==> src/rtl/vga_pkg.sv <==
// Shared VGA types plus the register map of the AXI4-Lite configuration slave.
package vga_pkg;

  typedef enum logic [3:0] {
    VGA_RES_800_600   = 4'd0,
    VGA_RES_1280_1024 = 4'd1,
    VGA_RES_640_480   = 4'd2,
    VGA_RES_1024_768  = 4'd3
  } vga_resolution_e;

  localparam int unsigned VGA_RES_NUM = 4;

  // Register byte offsets; only address bits [3:2] select a register.
  localparam logic [3:0] VGA_REG_CTRL   = 4'h0;
  localparam logic [3:0] VGA_REG_CMD    = 4'h4;
  localparam logic [3:0] VGA_REG_STATUS = 4'h8;
  localparam logic [3:0] VGA_REG_ID     = 4'hC;

  localparam int unsigned VGA_STATUS_BUSY_BIT = 0;
  localparam int unsigned VGA_STATUS_DONE_BIT = 1;

  localparam logic [31:0] VGA_ID_VALUE = 32'h5647_4131;

  typedef enum logic [1:0] {
    AXI_RESP_OKAY   = 2'b00,
    AXI_RESP_SLVERR = 2'b10
  } axi_resp_e;

endpackage

==> src/rtl/vga_cfg_axil_slave.sv <==
// AXI4-Lite register bank: resolution select, reconfiguration command and
// completion status for vga_clk_gen.
module vga_cfg_axil_slave
  import vga_pkg::*;
#(
  parameter int unsigned ADDR_W = 11,
  parameter int unsigned DATA_W = 32
) (
  input  logic                clk_100m_i,
  input  logic                arstn_i,
  input  logic [ADDR_W-1:0]   s_axi_awaddr_i,
  input  logic                s_axi_awvalid_i,
  output logic                s_axi_awready_o,
  input  logic [DATA_W-1:0]   s_axi_wdata_i,
  input  logic [3:0]          s_axi_wstrb_i,
  input  logic                s_axi_wvalid_i,
  output logic                s_axi_wready_o,
  output logic [1:0]          s_axi_bresp_o,
  output logic                s_axi_bvalid_o,
  input  logic                s_axi_bready_i,
  input  logic [ADDR_W-1:0]   s_axi_araddr_i,
  input  logic                s_axi_arvalid_i,
  output logic                s_axi_arready_o,
  output logic [DATA_W-1:0]   s_axi_rdata_o,
  output logic [1:0]          s_axi_rresp_o,
  output logic                s_axi_rvalid_o,
  input  logic                s_axi_rready_i,
  output vga_resolution_e     resolution_o,
  output logic                req_o,
  input  logic                valid_i
);

  typedef enum logic {W_IDLE, W_RESP} wr_state_e;
  typedef enum logic {R_IDLE, R_DATA} rd_state_e;

  wr_state_e         wr_state_q, wr_state_d;
  logic              aw_held_q, aw_held_d;
  logic              w_held_q, w_held_d;
  logic [ADDR_W-1:0] awaddr_q, awaddr_d;
  logic [DATA_W-1:0] wdata_q, wdata_d;
  logic [3:0]        wstrb_q, wstrb_d;
  axi_resp_e         bresp_q, bresp_d;

  vga_resolution_e   res_q, res_d;
  logic              busy_q, busy_d;
  logic              done_q, done_d;
  logic              req_q, req_d;

  rd_state_e         rd_state_q, rd_state_d;
  logic [DATA_W-1:0] rdata_q, rdata_d;
  axi_resp_e         rresp_q, rresp_d;

  logic              aw_fire, w_fire, wr_commit;
  logic [ADDR_W-1:0] awaddr_eff;
  logic [DATA_W-1:0] wdata_eff;
  logic [3:0]        wstrb_eff;
  logic [DATA_W-1:0] rd_data;
  axi_resp_e         rd_resp;
  logic              unused_wr_bits;

  function automatic logic addr_mapped(input logic [ADDR_W-1:0] addr);
    logic [ADDR_W-1:0] masked;
    masked      = addr;
    masked[3:2] = '0;
    return (masked == '0);
  endfunction

  assign s_axi_awready_o = (wr_state_q == W_IDLE) && !aw_held_q;
  assign s_axi_wready_o  = (wr_state_q == W_IDLE) && !w_held_q;
  assign s_axi_bvalid_o  = (wr_state_q == W_RESP);
  assign s_axi_bresp_o   = bresp_q;
  assign s_axi_arready_o = (rd_state_q == R_IDLE);
  assign s_axi_rvalid_o  = (rd_state_q == R_DATA);
  assign s_axi_rdata_o   = rdata_q;
  assign s_axi_rresp_o   = rresp_q;
  assign resolution_o    = res_q;
  assign req_o           = req_q;

  assign aw_fire    = s_axi_awvalid_i && s_axi_awready_o;
  assign w_fire     = s_axi_wvalid_i && s_axi_wready_o;
  // A beat arriving on the commit edge is used directly, not via its holding register.
  assign awaddr_eff = aw_held_q ? awaddr_q : s_axi_awaddr_i;
  assign wdata_eff  = w_held_q ? wdata_q : s_axi_wdata_i;
  assign wstrb_eff  = w_held_q ? wstrb_q : s_axi_wstrb_i;

  assign unused_wr_bits = ^{wdata_eff[DATA_W-1:4], wstrb_eff[3:1]};

  // Write FSM: collect AW and W independently, commit once both are present.
  always_comb begin
    wr_state_d = wr_state_q;
    aw_held_d  = aw_held_q;
    w_held_d   = w_held_q;
    awaddr_d   = awaddr_q;
    wdata_d    = wdata_q;
    wstrb_d    = wstrb_q;
    wr_commit  = 1'b0;
    case (wr_state_q)
      W_IDLE: begin
        if (aw_fire) begin
          aw_held_d = 1'b1;
          awaddr_d  = s_axi_awaddr_i;
        end
        if (w_fire) begin
          w_held_d = 1'b1;
          wdata_d  = s_axi_wdata_i;
          wstrb_d  = s_axi_wstrb_i;
        end
        if ((aw_held_q || aw_fire) && (w_held_q || w_fire)) begin
          wr_state_d = W_RESP;
          aw_held_d  = 1'b0;
          w_held_d   = 1'b0;
          wr_commit  = 1'b1;
        end
      end
      W_RESP: if (s_axi_bready_i) wr_state_d = W_IDLE;
      default: wr_state_d = W_IDLE;
    endcase
  end

  // Register updates on write commit and on completion from vga_clk_gen.
  always_comb begin
    res_d   = res_q;
    busy_d  = busy_q;
    done_d  = done_q;
    req_d   = 1'b0;
    bresp_d = bresp_q;
    // BUSY is cleared before the write is decoded (which still checks busy_q),
    // DONE is set after it so a coincident W1C loses.
    if (valid_i) busy_d = 1'b0;
    if (wr_commit) begin
      bresp_d = AXI_RESP_OKAY;
      if (!addr_mapped(awaddr_eff)) begin
        bresp_d = AXI_RESP_SLVERR;
      end else begin
        case ({awaddr_eff[3:2], 2'b00})
          VGA_REG_CTRL: begin
            if (wstrb_eff[0]) begin
              if (32'(wdata_eff[3:0]) >= VGA_RES_NUM) bresp_d = AXI_RESP_SLVERR;
              else res_d = vga_resolution_e'(wdata_eff[3:0]);
            end
          end
          VGA_REG_CMD: begin
            if (wstrb_eff[0]) begin
              if (busy_q) begin
                bresp_d = AXI_RESP_SLVERR;
              end else if (wdata_eff[0]) begin
                busy_d = 1'b1;
                req_d  = 1'b1;
              end
            end
          end
          VGA_REG_STATUS: begin
            if (wstrb_eff[0] && wdata_eff[VGA_STATUS_DONE_BIT]) done_d = 1'b0;
          end
          default: bresp_d = AXI_RESP_SLVERR;
        endcase
      end
    end
    if (valid_i) done_d = 1'b1;
  end

  // Read data mux from the current (pre-update) register values.
  always_comb begin
    rd_data = '0;
    rd_resp = AXI_RESP_OKAY;
    if (!addr_mapped(s_axi_araddr_i)) begin
      rd_resp = AXI_RESP_SLVERR;
    end else begin
      case ({s_axi_araddr_i[3:2], 2'b00})
        VGA_REG_CTRL:   rd_data[3:0] = res_q;
        VGA_REG_STATUS: begin
          rd_data[VGA_STATUS_BUSY_BIT] = busy_q;
          rd_data[VGA_STATUS_DONE_BIT] = done_q;
        end
        VGA_REG_ID:     rd_data = VGA_ID_VALUE;
        default:        rd_data = '0;
      endcase
    end
  end

  // Read FSM: accept an address, hold the response until rready.
  always_comb begin
    rd_state_d = rd_state_q;
    rdata_d    = rdata_q;
    rresp_d    = rresp_q;
    case (rd_state_q)
      R_IDLE: begin
        if (s_axi_arvalid_i) begin
          rd_state_d = R_DATA;
          rdata_d    = rd_data;
          rresp_d    = rd_resp;
        end
      end
      R_DATA: if (s_axi_rready_i) rd_state_d = R_IDLE;
      default: rd_state_d = R_IDLE;
    endcase
  end

  // State and register flops with asynchronous active-low reset.
  always_ff @(posedge clk_100m_i or negedge arstn_i) begin
    if (!arstn_i) begin
      wr_state_q <= W_IDLE;
      aw_held_q  <= 1'b0;
      w_held_q   <= 1'b0;
      awaddr_q   <= '0;
      wdata_q    <= '0;
      wstrb_q    <= '0;
      bresp_q    <= AXI_RESP_OKAY;
      res_q      <= VGA_RES_800_600;
      busy_q     <= 1'b0;
      done_q     <= 1'b0;
      req_q      <= 1'b0;
      rd_state_q <= R_IDLE;
      rdata_q    <= '0;
      rresp_q    <= AXI_RESP_OKAY;
    end else begin
      wr_state_q <= wr_state_d;
      aw_held_q  <= aw_held_d;
      w_held_q   <= w_held_d;
      awaddr_q   <= awaddr_d;
      wdata_q    <= wdata_d;
      wstrb_q    <= wstrb_d;
      bresp_q    <= bresp_d;
      res_q      <= res_d;
      busy_q     <= busy_d;
      done_q     <= done_d;
      req_q      <= req_d;
      rd_state_q <= rd_state_d;
      rdata_q    <= rdata_d;
      rresp_q    <= rresp_d;
    end
  end

endmodule

==> config.mk <==
export PLATFORM = sky130hd
export DESIGN_NAME = vga_cfg_axil_slave
export DESIGN_NICKNAME = d
export VERILOG_FILES = /design/src/rtl/vga_pkg.sv /design/src/rtl/vga_cfg_axil_slave.sv
export SDC_FILE = /design/constraint.sdc
export NUM_CORES = 1
export LEC_CHECK = 0
export CAP_MARGIN = 20
export CORE_AREA = 2 2 72 74
export CTS_BUF_LIST = sky130_fd_sc_hd__clkbuf_8
export DETAILED_ROUTE_END_ITERATION = 8
export DIE_AREA = 0 0 74 76
export PLACE_DENSITY_LB_ADDON = 0.08
export SYNTH_ARGS = -nofsm -noshare
export SYNTH_HDL_FRONTEND = slang
export SYNTH_SLANG_ARGS = --single-unit
==> constraint.sdc <==
create_clock -name clk_100m_i -period 2.25 [get_ports clk_100m_i]
set_clock_uncertainty 0.1 [all_clocks]
set_input_delay 0.3375 -clock clk_100m_i [delete_from_list [all_inputs] [get_ports clk_100m_i]]
set_output_delay 0.3375 -clock clk_100m_i [all_outputs]
set_load 0.05 [all_outputs]
==> flow_summary.json <==
{
  "max_stage_delay_ns": 0.88,
  "core_area_sq_mm": 0.00491,
  "clkSinkCount": 34,
  "crit_path_max_fanout": 13,
  "yosys.cell_types.count": 35,
  "totalWireLength_mm": 3.46,
  "die_x_um": 74,
  "grtUsageMet1_pct": 15.3,
  "cts_tree": "yes",
  "syn_area_sq_mm": 0.00178,
  "synthCells": 156,
  "hp-class": "input port to async pin",
  "clk-insertion-delay-late_ns": 0.28,
  "gr-usage-met3_pct": 4.37,
  "yosys_warnings": 0,
  "die_h_um": 76,
  "overflow": 0,
  "ir_drop_mv": 0.698,
  "instances_no_fill": 284,
  "rsz0062_at_grt": "false",
  "groute.usage.overall_pct": 12.5,
  "rr_endpoint": "resolution_o[1]$_DFFE_PN0P_",
  "final_util_pct": 49.4,
  "cp_slowest_cell": "clkdlybuf4s50_1",
  "final_cell_mix": "clkdlybuf4s50_1, dfrtp_1, mux2_2",
  "syn_area_per_cell_sq_um": 11.4,
  "layout.cells.most_common": "clkdlybuf4s50_1",
  "critPathCaptureType": "output pin",
  "setup_tns_ns": 0,
  "cts_buffers": 5,
  "busiest_layer": "met2",
  "critical_path_required_ns": 1.81,
  "setup_viol": 0,
  "r2r_slack_ns": 0.15,
  "place_inst": 276,
  "outcome": "complete, no violations",
  "path_clk_slew_ns": 0.06,
  "clockBufferDepth": 2,
  "max_clock_freq_ghz": 0.471,
  "grt_max_degree": 35,
  "ys_seq_area_share_pct": 47.7,
  "dp.final_hpwl_mm": 2.73,
  "drive_gt1_share_pct": 19.6,
  "gp_congestion": 0.707,
  "leakagePower_nw": 1.02,
  "cts_max_level": 2,
  "num_vias": 1285,
  "grt_pass1_wl_mm": 5.44,
  "cap_violations": 0,
  "start_util_pct": 36.3,
  "crit_type": "flip-flop to output pin",
  "drt_iter0_markers": 28,
  "row_count": 26,
  "cts.repair.resized": 0,
  "area_delta_synth_final_pct": 36.0,
  "grt_pass1_vias": 1190,
  "tightest_slew_ns": 0.507,
  "slew_violations": 0,
  "final_nets": 279,
  "start_kind": "flip-flop",
  "dieArea_sq_mm": 0.00562,
  "post_cts_buffers": 0,
  "finalCriticalPeriod_ns": 2.12,
  "reg2reg_depth": 4,
  "r2r-start": "aw_held_q$_DFFE_PN0P_",
  "worstPathArrival_ns": 1.69,
  "drc_errors": 0,
  "powerDensity_mw_per_mm2": 909,
  "wl_per_cell_um": 12.2,
  "num_antenna_cells": 0,
  "hold_viol_final": 0,
  "ioPinCount": 112,
  "period_share_pct": 94.4,
  "worst-path-buf-inv": 1,
  "ant_nets": 0,
  "grt_use_met2_pct": 20.3,
  "vias_per_cell": 4.52,
  "cts_root_buffer": "clkbuf_8",
  "ys_ff_latch": 34,
  "antenna_found_initial": 0,
  "port_buffers": 62,
  "path_cells": "clkdlybuf4s50_1",
  "firstDrtPassIters": 3,
  "holdBufCountCts": 0,
  "cp_top_family": "buffers and inverters",
  "relSlewSlack_pct": 66.1
}
==> final cells by class <==
cell class | count | area [sq um]
Fill cell | 460 | 2480
Sequential cell | 34 | 851
Multi-Input combinational cell | 102 | 741
Timing Repair Buffer | 65 | 638
Tap cell | 70 | 87.6
Clock buffer | 6 | 82.6
Inverter | 5 | 18.8
Clock inverter | 2 | 8.76
==> registers in the layout, indices dropped and copies added (netlist names) <==
signal	cells
awaddr_q	11
s_axi_bvalid_o	1
s_axi_bresp_o	1
busy_q	1
s_axi_rdata_o	5
done_q	1
s_axi_rresp_o	1
s_axi_rvalid_o	1
req_o	1
wdata_q	4
wstrb_q	1
w_held_q	1
resolution_o	4
aw_held_q	1
==> power by group <==
part           leakage, nW  total, mW  internal, mW  switching, mW
Combinational        0.551      0.829         0.402          0.428
Sequential           0.418      0.927         0.788          0.138
Clock               0.0524      0.451         0.242          0.209
==> worst register-to-register path, cell delays in order, from the launching register on <==
cell	delay, ns
dfrtp_1	0.54
nor4b_1	0.33
nand3_1	0.21
a2111oi_4	0.43
mux2_2	0.38
==> synth_stat cells <==
| cell | number | area (sq um) |
|---|---|---|
| mux2_4 | 1 | 15.0 |
| nor2_1 | 7 | 26.3 |
| and2_1 | 1 | 6.26 |
| buf_4 | 29 | 218 |
| nor4_4 | 1 | 21.3 |
| mux2_2 | 21 | 236 |
| nor3b_1 | 1 | 7.51 |
| a22oi_1 | 1 | 7.51 |
| inv_1 | 5 | 18.8 |
| o22a_1 | 1 | 8.76 |
| a21oi_1 | 3 | 15.0 |
| conb_1 | 1 | 3.75 |
| buf_2 | 1 | 5.00 |
| nor4b_1 | 2 | 17.5 |
| o31a_1 | 1 | 8.76 |
| mux2i_1 | 2 | 20.0 |
| o31ai_1 | 1 | 7.51 |
| o21bai_1 | 1 | 7.51 |
| nor2b_1 | 4 | 25.0 |
| a22o_1 | 3 | 26.3 |
| and2b_2 | 3 | 26.3 |
| nand4_1 | 1 | 6.26 |
| nor3_1 | 4 | 20.0 |
| or2_2 | 2 | 12.5 |
| a2111oi_4 | 1 | 27.5 |
| nand2b_4 | 1 | 13.8 |
| o32a_1 | 1 | 10.0 |
| dfrtp_1 | 34 | 851 |
| clkbuf_1 | 1 | 3.75 |
| nand2_1 | 7 | 26.3 |
| o21ai_0 | 6 | 30.0 |
| nor4_1 | 3 | 18.8 |
| o21a_1 | 2 | 15.0 |
| nand3_1 | 2 | 10.0 |
| buf_6 | 1 | 11.3 |
==> routing by layer <==
layer	vias up	wire length [um]
met4	0	56
met1	604	1420
met5	-	0
li1	612	-
met3	5	344
met2	64	1640
==> worst max path at each step <==
| stage | end | from | depth (start not counted) |
|---|---|---|---|
| final | s_axi_rdata_o[18] | s_axi_rdata_o[28]$_DFFE_PN0P_ | 1 |
| after detailed placement | resolution_o[1]$_DFFE_PN0P_ | s_axi_awaddr_i[5] | 5 |
| after global placement | resolution_o[0]$_DFFE_PN0P_ | s_axi_awaddr_i[5] | 5 |
| after floorplan | resolution_o[0]$_DFFE_PN0P_ | s_axi_bvalid_o$_DFF_PN0_ | 4 |
| after global routing | resolution_o[3]$_DFFE_PN0P_ | s_axi_awaddr_i[5] | 6 |
| after CTS | s_axi_rdata_o[18] | s_axi_rdata_o[28]$_DFFE_PN0P_ | 1 |
==> logic make-up (layout without fill, tap and decap cells) <==
logic type | after synthesis | count (layout) | synth area share, %
compound gates | 21 | 21 | 9.19
buf+inv | 37 | 78 | 14.4
flops | 34 | 34 | 47.7
mux | 24 | 24 | 15.2
other cells | 1 | 18 | 0.210
simple gates | 39 | 39 | 13.3
==> through the flow <==
stage          setup WS [ns]  hold slack, ns  total power [mW]  area, sq um
6_report               0.126           0.368              2.21         2430
2_1_floorplan          0.244         -0.0581              1.57         1850
5_1_grt              0.00627           0.407              2.35         2430
3_3_place_gp          -0.140           0.366              1.75         2340
3_5_place_dp          -0.155           0.380              1.78         2340
4_1_cts               0.0866           0.383              2.25         2430
Note: power is estimated with default switching activity, not from simulation.
